[src/rtl/enet_phy_reset_seq.sv]
`timescale 1ns / 1ps
// -----------------------------------------------------------------------------
// enet_phy_reset_seq
//
// Power-up and software reset sequencer for up to four Ethernet PHYs.
//
// Reset sequence per channel:
//   - Hold the PHY in reset for RST_CYCLES clkin_50 edges.
//   - Release it, then wait WAIT_CYCLES edges for it to settle.
//   - Declare it ready for MDIO access.
//
// Each channel has its own FSM and counter, so a software reset request on one
// PHY never disturbs the others.
//
// Optional feature, macro ENET_SPEED_TRACK_EN:
//   - When defined, each channel decodes the MAC speed indication, filters it
//     through two flops, and drives a TX clock select with a one-cycle change
//     pulse.
//   - When undefined, clk_sel is tied to 125 MHz (2'b10), speed_chg is tied
//     low, and eth_mode and ena_10 are ignored.
// -----------------------------------------------------------------------------
module enet_phy_reset_seq #(
    parameter int NUM_PHY     = 1,
    parameter int RST_CYCLES  = 524288,
    parameter int WAIT_CYCLES = 50000,
    parameter int CNT_W       = 21
) (
    input  logic                 clkin_50,
    input  logic                 cpu_reset,
    input  logic [NUM_PHY-1:0]   sw_rst_req,
    input  logic [NUM_PHY-1:0]   eth_mode,
    input  logic [NUM_PHY-1:0]   ena_10,
    output logic [NUM_PHY-1:0]   enet_resetn,
    output logic [NUM_PHY-1:0]   phy_ready,
    output logic [2*NUM_PHY-1:0] clk_sel,
    output logic [NUM_PHY-1:0]   speed_chg,
    output logic                 busy
);

    // -------------------------------------------------------------------------
    // Elaboration-time parameter checks
    // -------------------------------------------------------------------------
    localparam int MAX_CYCLES = (RST_CYCLES > WAIT_CYCLES) ? RST_CYCLES : WAIT_CYCLES;

    if (NUM_PHY < 1 || NUM_PHY > 4) begin : g_bad_num_phy
        $error("enet_phy_reset_seq: NUM_PHY must be in 1..4");
    end
    if (RST_CYCLES < 2) begin : g_bad_rst_cycles
        $error("enet_phy_reset_seq: RST_CYCLES must be at least 2");
    end
    if (WAIT_CYCLES < 2) begin : g_bad_wait_cycles
        $error("enet_phy_reset_seq: WAIT_CYCLES must be at least 2");
    end
    if (CNT_W < 1 || CNT_W > 31 ||
        (longint'(MAX_CYCLES) - 1) >= (longint'(1) << CNT_W)) begin : g_bad_cnt_w
        $error("enet_phy_reset_seq: CNT_W too narrow for max(RST_CYCLES, WAIT_CYCLES)-1");
    end

    // Terminal counts.
    // The compares are exact and the counter clears on every transition,
    // so the counter can never wrap.
    localparam logic [CNT_W-1:0] RST_LAST  = CNT_W'(RST_CYCLES - 1);
    localparam logic [CNT_W-1:0] WAIT_LAST = CNT_W'(WAIT_CYCLES - 1);

    typedef enum logic [1:0] {
        RST_ASSERT = 2'd0,
        RST_WAIT   = 2'd1,
        READY      = 2'd2
    } phy_state_e;

    phy_state_e       state_q [NUM_PHY];
    phy_state_e       state_d [NUM_PHY];
    logic [CNT_W-1:0] cnt_q   [NUM_PHY];
    logic [CNT_W-1:0] cnt_d   [NUM_PHY];

    logic [NUM_PHY-1:0] resetn_d;
    logic [NUM_PHY-1:0] ready_d;
    logic               busy_d;

    // -------------------------------------------------------------------------
    // Reset sequencer FSM
    // -------------------------------------------------------------------------

    // State register: per-channel FSM state and counter; cpu_reset parks every channel.
    always_ff @(posedge clkin_50) begin
        // NOTE: sequential state uses non-blocking assignments so every flop
        // samples the pre-edge values, independent of statement order.
        if (cpu_reset) begin
            for (int i = 0; i < NUM_PHY; i++) begin
                state_q[i] <= RST_ASSERT;
                cnt_q[i]   <= '0;
            end
        end else begin
            for (int i = 0; i < NUM_PHY; i++) begin
                state_q[i] <= state_d[i];
                cnt_q[i]   <= cnt_d[i];
            end
        end
    end

    // Next-state logic: a software request overrides every state and restarts the count.
    always_comb begin
        for (int i = 0; i < NUM_PHY; i++) begin
            // NOTE: defaults first so every path assigns every output; a path
            // left unassigned in always_comb would infer a latch.
            state_d[i] = state_q[i];
            cnt_d[i]   = cnt_q[i];

            if (sw_rst_req[i]) begin
                state_d[i] = RST_ASSERT;
                cnt_d[i]   = '0;
            end else begin
                case (state_q[i])
                    RST_ASSERT: begin
                        if (cnt_q[i] == RST_LAST) begin
                            state_d[i] = RST_WAIT;
                            cnt_d[i]   = '0;
                        end else begin
                            cnt_d[i] = cnt_q[i] + CNT_W'(1);
                        end
                    end
                    RST_WAIT: begin
                        if (cnt_q[i] == WAIT_LAST) begin
                            state_d[i] = READY;
                            cnt_d[i]   = '0;
                        end else begin
                            cnt_d[i] = cnt_q[i] + CNT_W'(1);
                        end
                    end
                    READY: begin
                        cnt_d[i] = '0;
                    end
                    default: begin
                        state_d[i] = RST_ASSERT;
                        cnt_d[i]   = '0;
                    end
                endcase
            end
        end
    end

    // Output decode from the next state, so the registered outputs change on the transition edge.
    always_comb begin
        resetn_d = '0;
        ready_d  = '0;
        for (int i = 0; i < NUM_PHY; i++) begin
            resetn_d[i] = (state_d[i] != RST_ASSERT);
            ready_d[i]  = (state_d[i] == READY);
        end
        busy_d = ~&ready_d;
    end

    // Output register: reset values take priority over any pending transition.
    always_ff @(posedge clkin_50) begin
        if (cpu_reset) begin
            enet_resetn <= '0;
            phy_ready   <= '0;
            busy        <= 1'b1;
        end else begin
            enet_resetn <= resetn_d;
            phy_ready   <= ready_d;
            busy        <= busy_d;
        end
    end

    // -------------------------------------------------------------------------
    // TX clock select tracking
    // -------------------------------------------------------------------------
`ifdef ENET_SPEED_TRACK_EN

    logic [NUM_PHY-1:0][1:0] spd_dec;
    logic [NUM_PHY-1:0][1:0] spd_s1;
    logic [NUM_PHY-1:0][1:0] spd_s2;

    // Speed decode: GbE wins over 10 Mb, otherwise 100 Mb (25 MHz).
    always_comb begin
        spd_dec = '0;
        for (int i = 0; i < NUM_PHY; i++) begin
            if (eth_mode[i]) begin
                spd_dec[i] = 2'b10;
            end else if (ena_10[i]) begin
                spd_dec[i] = 2'b01;
            end else begin
                spd_dec[i] = 2'b00;
            end
        end
    end

    // Two-flop filter; clk_sel moves only on a decode stable for two samples, pulsing speed_chg.
    always_ff @(posedge clkin_50) begin
        if (cpu_reset) begin
            spd_s1    <= '0;
            spd_s2    <= '0;
            clk_sel   <= '0;
            speed_chg <= '0;
        end else begin
            spd_s1 <= spd_dec;
            spd_s2 <= spd_s1;
            for (int i = 0; i < NUM_PHY; i++) begin
                if (spd_s1[i] == spd_s2[i] && spd_s2[i] != clk_sel[2*i +: 2]) begin
                    clk_sel[2*i +: 2] <= spd_s2[i];
                    speed_chg[i]      <= 1'b1;
                end else begin
                    speed_chg[i]      <= 1'b0;
                end
            end
        end
    end

`else

    // Speed tracking not built: fixed 125 MHz select, no change pulses.
    assign clk_sel   = {NUM_PHY{2'b10}};
    assign speed_chg = '0;

    // MAC speed indications are intentionally unused in this build.
    logic unused_speed_inputs;
    assign unused_speed_inputs = ^{eth_mode, ena_10};

`endif

endmodule

[config.mk]
export PLATFORM = sky130hd
export DESIGN_NAME = enet_phy_reset_seq
export DESIGN_NICKNAME = d
export VERILOG_FILES = /design/src/rtl/enet_phy_reset_seq.sv
export SDC_FILE = /design/constraint.sdc
export NUM_CORES = 1
export LEC_CHECK = 0
export CORE_MARGIN = 3
export CORE_UTILIZATION = 51
export DETAILED_ROUTE_END_ITERATION = 16
export PLACE_DENSITY_LB_ADDON = 0.2
export SETUP_SLACK_MARGIN = 0.4
export SYNTH_ARGS = -nofsm -noshare
export SYNTH_HDL_FRONTEND = slang
export SYNTH_SLANG_ARGS = --single-unit
[constraint.sdc]
create_clock -name clkin_50 -period 2.5 [get_ports clkin_50]
set_clock_uncertainty 0.1 [all_clocks]
set_input_delay 0.25 -clock clkin_50 [delete_from_list [all_inputs] [get_ports clkin_50]]
set_output_delay 0.25 -clock clkin_50 [all_outputs]
set_load 0.03 [all_outputs]
# --- Word level (Yosys, flattened, before mapping) ---
# Memories as Yosys holds them, arrays and structs flattened.
# Cells that the tools add are included.
classes:
  reduce_logical: 5
  n_addsub: 1
  mux: 15
  eq_ne: 5
op_table:
  columns: ["cell", "count"]
  rows:
  - ["two-way mux 21 bit", 4]
  - ["one-hot mux 21 bit (2 select lines)", 1]
  - ["adder 21 x 1 -> 21 bit, second input constant", 1]
  - ["equality test 21 x 16 -> 1 bit, second input constant", 1]
  - ["equality test 21 x 19 -> 1 bit, second input constant", 1]
  - ["OR reduction 21 bit", 1]
  - ["two-way mux 2 bit", 4]
  - ["one-hot mux 2 bit (3 select lines)", 1]
  - ["two-way mux 1 bit", 5]
  - ["equality test 2 bit, second input constant", 2]
  - ["equality test 2 x 1 -> 1 bit, second input constant", 1]
  - ["logical NOT 2 bit", 1]
  - ["nonzero test 2 bit", 1]
  - ["OR reduction 2 bit", 1]
  - ["logical NOT 1 bit", 1]
totals:
  memories: 2
  word_cells: 31
  regBits: 3
  in_bits: 5
  ram_bits: 23
  out_inout_bits: 6
memory_table:
  columns: ["name", "words", "word_bits", "rd", "rd_clocked_by_memory_dff", "write_ports", "line_no", "text"]
  rows:
  - ["cnt_q", 1, 21, 1, 0, 1, "73", "logic [CNT_W-1:0] cnt_q [NUM_PHY];"]
  - ["state_q", 1, 2, 1, 0, 1, "71", "phy_state_e state_q [NUM_PHY];"]

# --- Logic depth before layout (Yosys ltp) ---
# An unclocked memory read counts as a cell.
logic_depth:
  word_depth: 7
  mapped_depth: 6
  mapped_depth_nobuf: 5

# --- Worst setup path after synthesis ---
# Ideal clock, no wire load.
synth_path:
  path_kind: "flip-flop to flip-flop"
  from: "memory cnt_q[0][0]"
  to: "memory cnt_q[0][0]"
  path_slack_ps: 698
  required_time_ps: 2260
  setup_ps: 140
  arrival_ps: 1562
  period_less_slack_ps: 1802
  stages_incl_launch_ff: 7
  path_buffers: 1
  path_cell_list: "dfxtp_1 ha_1 and4_1 nand4_4 o41ai_4 buf_2 a211oi_1"
synth_between:
  elab_chain_cells: 6
  word_cells_on_any_way: 9
  classes_between: "add/sub (1); eq/ne (2); mux (5); memory (1)"
synth_rtl:
  columns: ["element", "line_no", "text"]
  rows:
  - ["start: declaration", "73", null]
  - ["memory (1 x 21 bit) *", null, null]
  - ["adder 21 x 1 -> 21 bit (tied with other cells)", "127", "cnt_d[i] = cnt_q[i] + CNT_W'(1);"]
  - ["two-way mux 21 bit, on equally long branches", "123, 115", null]
  - ["one-hot mux 21 bit (2 select lines) *", "113", "case (state_q[i])"]
  - ["two-way mux 21 bit *", "109", "if (sw_rst_req[i]) begin"]
  - ["two-way mux 21 bit (no line) *", null, null]
# Mark *: on every way between the ends. The rest lies on a longest branch, timed or not.

# --- Final worst setup path ---
layout_path:
  from: "memory cnt_q[0][1]"
  to: "memory cnt_q[0][14]"
# The elaborated chain is that of the path after synthesis.

==> reports/results.txt <==
Outcome - completed
Post-layout nets - 155
Seq pwr share - 0.572
Fmax - 0.511 GHz
Chip height - 58.0 um
Largest family of logic cells by synthesized area - simple AND/OR/NAND/NOR gates
Worst-path fanout max - 9
Post-synth cell types - 38
Critical path's slowest cell - dfxtp_1
Routed WL - 2870 um
DRC Markers - 0
Synth Instances - 145
Crit Path Class - flop to flop
IO Pins - 11
Die area - 3370 um^2
Core ar. - 2520 um^2
Max-Cap Viols - 0
Mapped Area - 1380 um^2
VDD IR max - 339 uV
R2R Path Start - cnt_q[0][1]
R2R cell count - 6
N_diodes - 0
Share of layout cells above drive strength 1 - 0.149
Adder-cell share of the synthesized area - 0.00906
Post-synthesis compound-gate area fraction - 0.207
Predominant post-synthesis flop cell - dfxtp_1
CTS tree - done
Vias in the first global route - 1,111
Switching share of total power - 0.201
Number of CTS-inserted buffers - 3
Clk pwr share - 0.401
Post-synthesis xor/xnor area fraction - 0.0761
Worst path arrival time - 2060 ps
Total grt overflow - 0
Post-synth ARST share - 0
Hold Crit Depth - 1
IO Port Bufs - 5
Post-synth EDFFs - 0
Area delta synth->final - 7.34%
Synth Register Bits - 26
Starting Density - 0.548
Reg2Reg Setup Slack - 540 ps
RSZ-0062 raised after global routing - no
Avg WL per Cell - 16.1 um
Post-synthesis sequential area ratio - 0.377
Cell Rows - 18
Clock Tree Buf Depth - 2
Leak Pwr - 0.425 nW
Total track usage - 0.190
Hold Path End - cnt_q[0][0]
Antenna Nets Post-Route - 0
Vias per Instance - 6.35
Period utilization - 0.783
Clock Latency Late Sink - 330 ps
Cts hold-fix bufs - 0
CTS H-tree depth - 1
Placement Cell Area - 1430 um^2
Hold Vio Cnt, Final - 0
Yosys Warn Count - 0
Min cycle time layout - 1960 ps
Core Util, Final - 0.588
Final TNS setup - 0 ps
P_int - 0.000584 W
Crit path max-delay family - simple AND/OR/NAND/NOR gates
CP cell instances - ha_1 -> and4_1 -> nand4_4 -> o41ai_4 -> buf_4 -> a221oi_1
Clk slew on worst S/H paths - 150 ps
Final setup vio count - 0
CP bufs+invs - 1
Routed via count - 1,130
Final RePlAce weighted congestion - 0.818
First-pass GRT wire length - 4930 um
Largest net degree at the start of global routing - 23
Simple-gate share of the synthesized area - 0.273
Switching Power - 0.000147 W
Post-route cell area - 1480 um^2
CP max stage delay - 410 ps
CP startpoint kind - flop
P per Cell Area - 493 nW/um^2
Initial DRC Count - 29
Final Slew Violations - 0
HPWL Detailed - 2040 um
Min-delay src - cnt_q[0][0]
RR Endpoint - cnt_q[0][14]
Initial antenna violation count - 0
Multiplexer share of the synthesized area - 0
Chip width - 58.0 um
Comb power frac - 0.027
Clock root cell - clkbuf_4
Synth Area per Inst - 9.53 um^2
CTS sink cnt - 26
Detailed Routing Iterations Pass 1 - 4
Hold Crit Class - flop to flop
Critical path endpoint category - flop
CP required - 2600 ps
[worst register-to-register path, cell delays in order (launching register included)]
cell	delay, ps
dfxtp_1	410
ha_1	240
and4_1	280
nand4_4	180
o41ai_4	270
buf_4	240
a221oi_1	100
[sequential cells by signal, summed over array words and instances, names as in the netlist]
| name | flops |
|---|---|
| state_q | 2 |
| busy | 1 |
| cnt_q | 21 |
| phy_ready | 1 |
| enet_resetn | 1 |
[power by group through the flow]
stage	logic (W)	clock network, W	registers, W
floorplan	0.0000181	0	0.000426
global placement	0.0000192	0	0.000427
detailed placement	0.0000193	0	0.000427
CTS	0.0000193	0.000297	0.000418
global route	0.0000213	0.000314	0.000419
finish	0.0000196	0.000293	0.000418
[worst max path at each step]
stage,from,endpoint,slack (ps),cells after the start
2_1_floorplan,cnt_q[0][0],cnt_q[0][0],700,6
3_3_place_gp,cnt_q[0][0],cnt_q[0][20],610,6
3_5_place_dp,cnt_q[0][0],cnt_q[0][12],560,6
4_1_cts,cnt_q[0][0],cnt_q[0][14],510,5
5_1_grt,cnt_q[0][1],cnt_q[0][5],430,6
6_report,cnt_q[0][1],cnt_q[0][14],540,6
[stage by stage]
step	hold slack [ps]	std cells	setup slack (ps)	power [W]
final	364	178	541	0.000731
after floorplan	290	146	698	0.000444
after global placement	390	174	609	0.000446
after CTS	426	178	514	0.000734
after detailed placement	405	174	562	0.000446
after global routing	393	178	426	0.000755
[cell usage after synthesis, types with 3 or more instances]
library cell | n | area (um^2)
xnor2_1 | 7 | 61.3
and3_1 | 3 | 18.8
xor2_1 | 5 | 43.8
or4_1 | 4 | 30.0
or3_1 | 3 | 18.8
buf_4 | 5 | 37.5
nand2_1 | 9 | 33.8
dfxtp_1 | 26 | 521
a221oi_1 | 3 | 26.3
nor3_1 | 4 | 20.0
nor2_1 | 4 | 15.0
nand3_1 | 5 | 25.0
a211oi_1 | 13 | 97.6
a221oi_2 | 4 | 60.1
nand4_1 | 10 | 62.6
o21ai_0 | 8 | 40.0
[metal layers]
layer / vias to the layer above / routed length (um) / GRT usage
met5: - / 0 / 0
met4: 0 / 78 / 0.103
met3: 9 / 83 / 0.0356
met2: 18 / 1350 / 0.297
met1: 543 / 1350 / 0.246
li1: 560 / - / -
[cells in the final DEF, fill, tap and decap left out, drive strengths merged]
cell type / instances
a211oi: 13
a21oi: 2
a221oi: 7
and3: 3
and4: 4
buf: 3
bufinv: 1
clkbuf: 3
clkdlybuf4s50: 5
conb: 3
dfxtp: 26
ha: 1
inv: 2
nand2: 10
nand3: 6
nand4: 11
nand4b: 1
nor2: 4
nor2b: 2
nor3: 4
nor4: 2
nor4b: 2
o21a: 2
o21ai: 9
o41ai: 1
or2: 1
or3: 3
or4: 5
xnor2: 7
xor2: 5
[cells by family after synthesis]
| group | after synthesis |
|---|---|
| other | 2 |
| AO/OA/AOI/OAI | 34 |
| XOR/XNOR | 12 |
| adder cells (fa/ha/maj) | 1 |
| flip-flops | 26 |
| AND/OR/NAND/NOR | 58 |
| buffers and inverters | 12 |
[layout make-up]
class                      instances  area, um^2
clock buffer                       3        22.5
clock inverter                     1        30.0
fill                             228        1040
inverter                           2        7.51
multi-input combinational        108         791
sequential                        26         522
tap                               30        37.5
timing repair buffer               8        72.6
[repair_timing]
| item | CTS | global route |
|---|---|---|
| setup endpoints to repair | 0 | 3 |
| endpoints found under the hold margin | 0 | 0 |
| resized for setup | 0 | 1 |
| buffers inserted | 0 | 0 |
(Power assumes the default switching activity.)
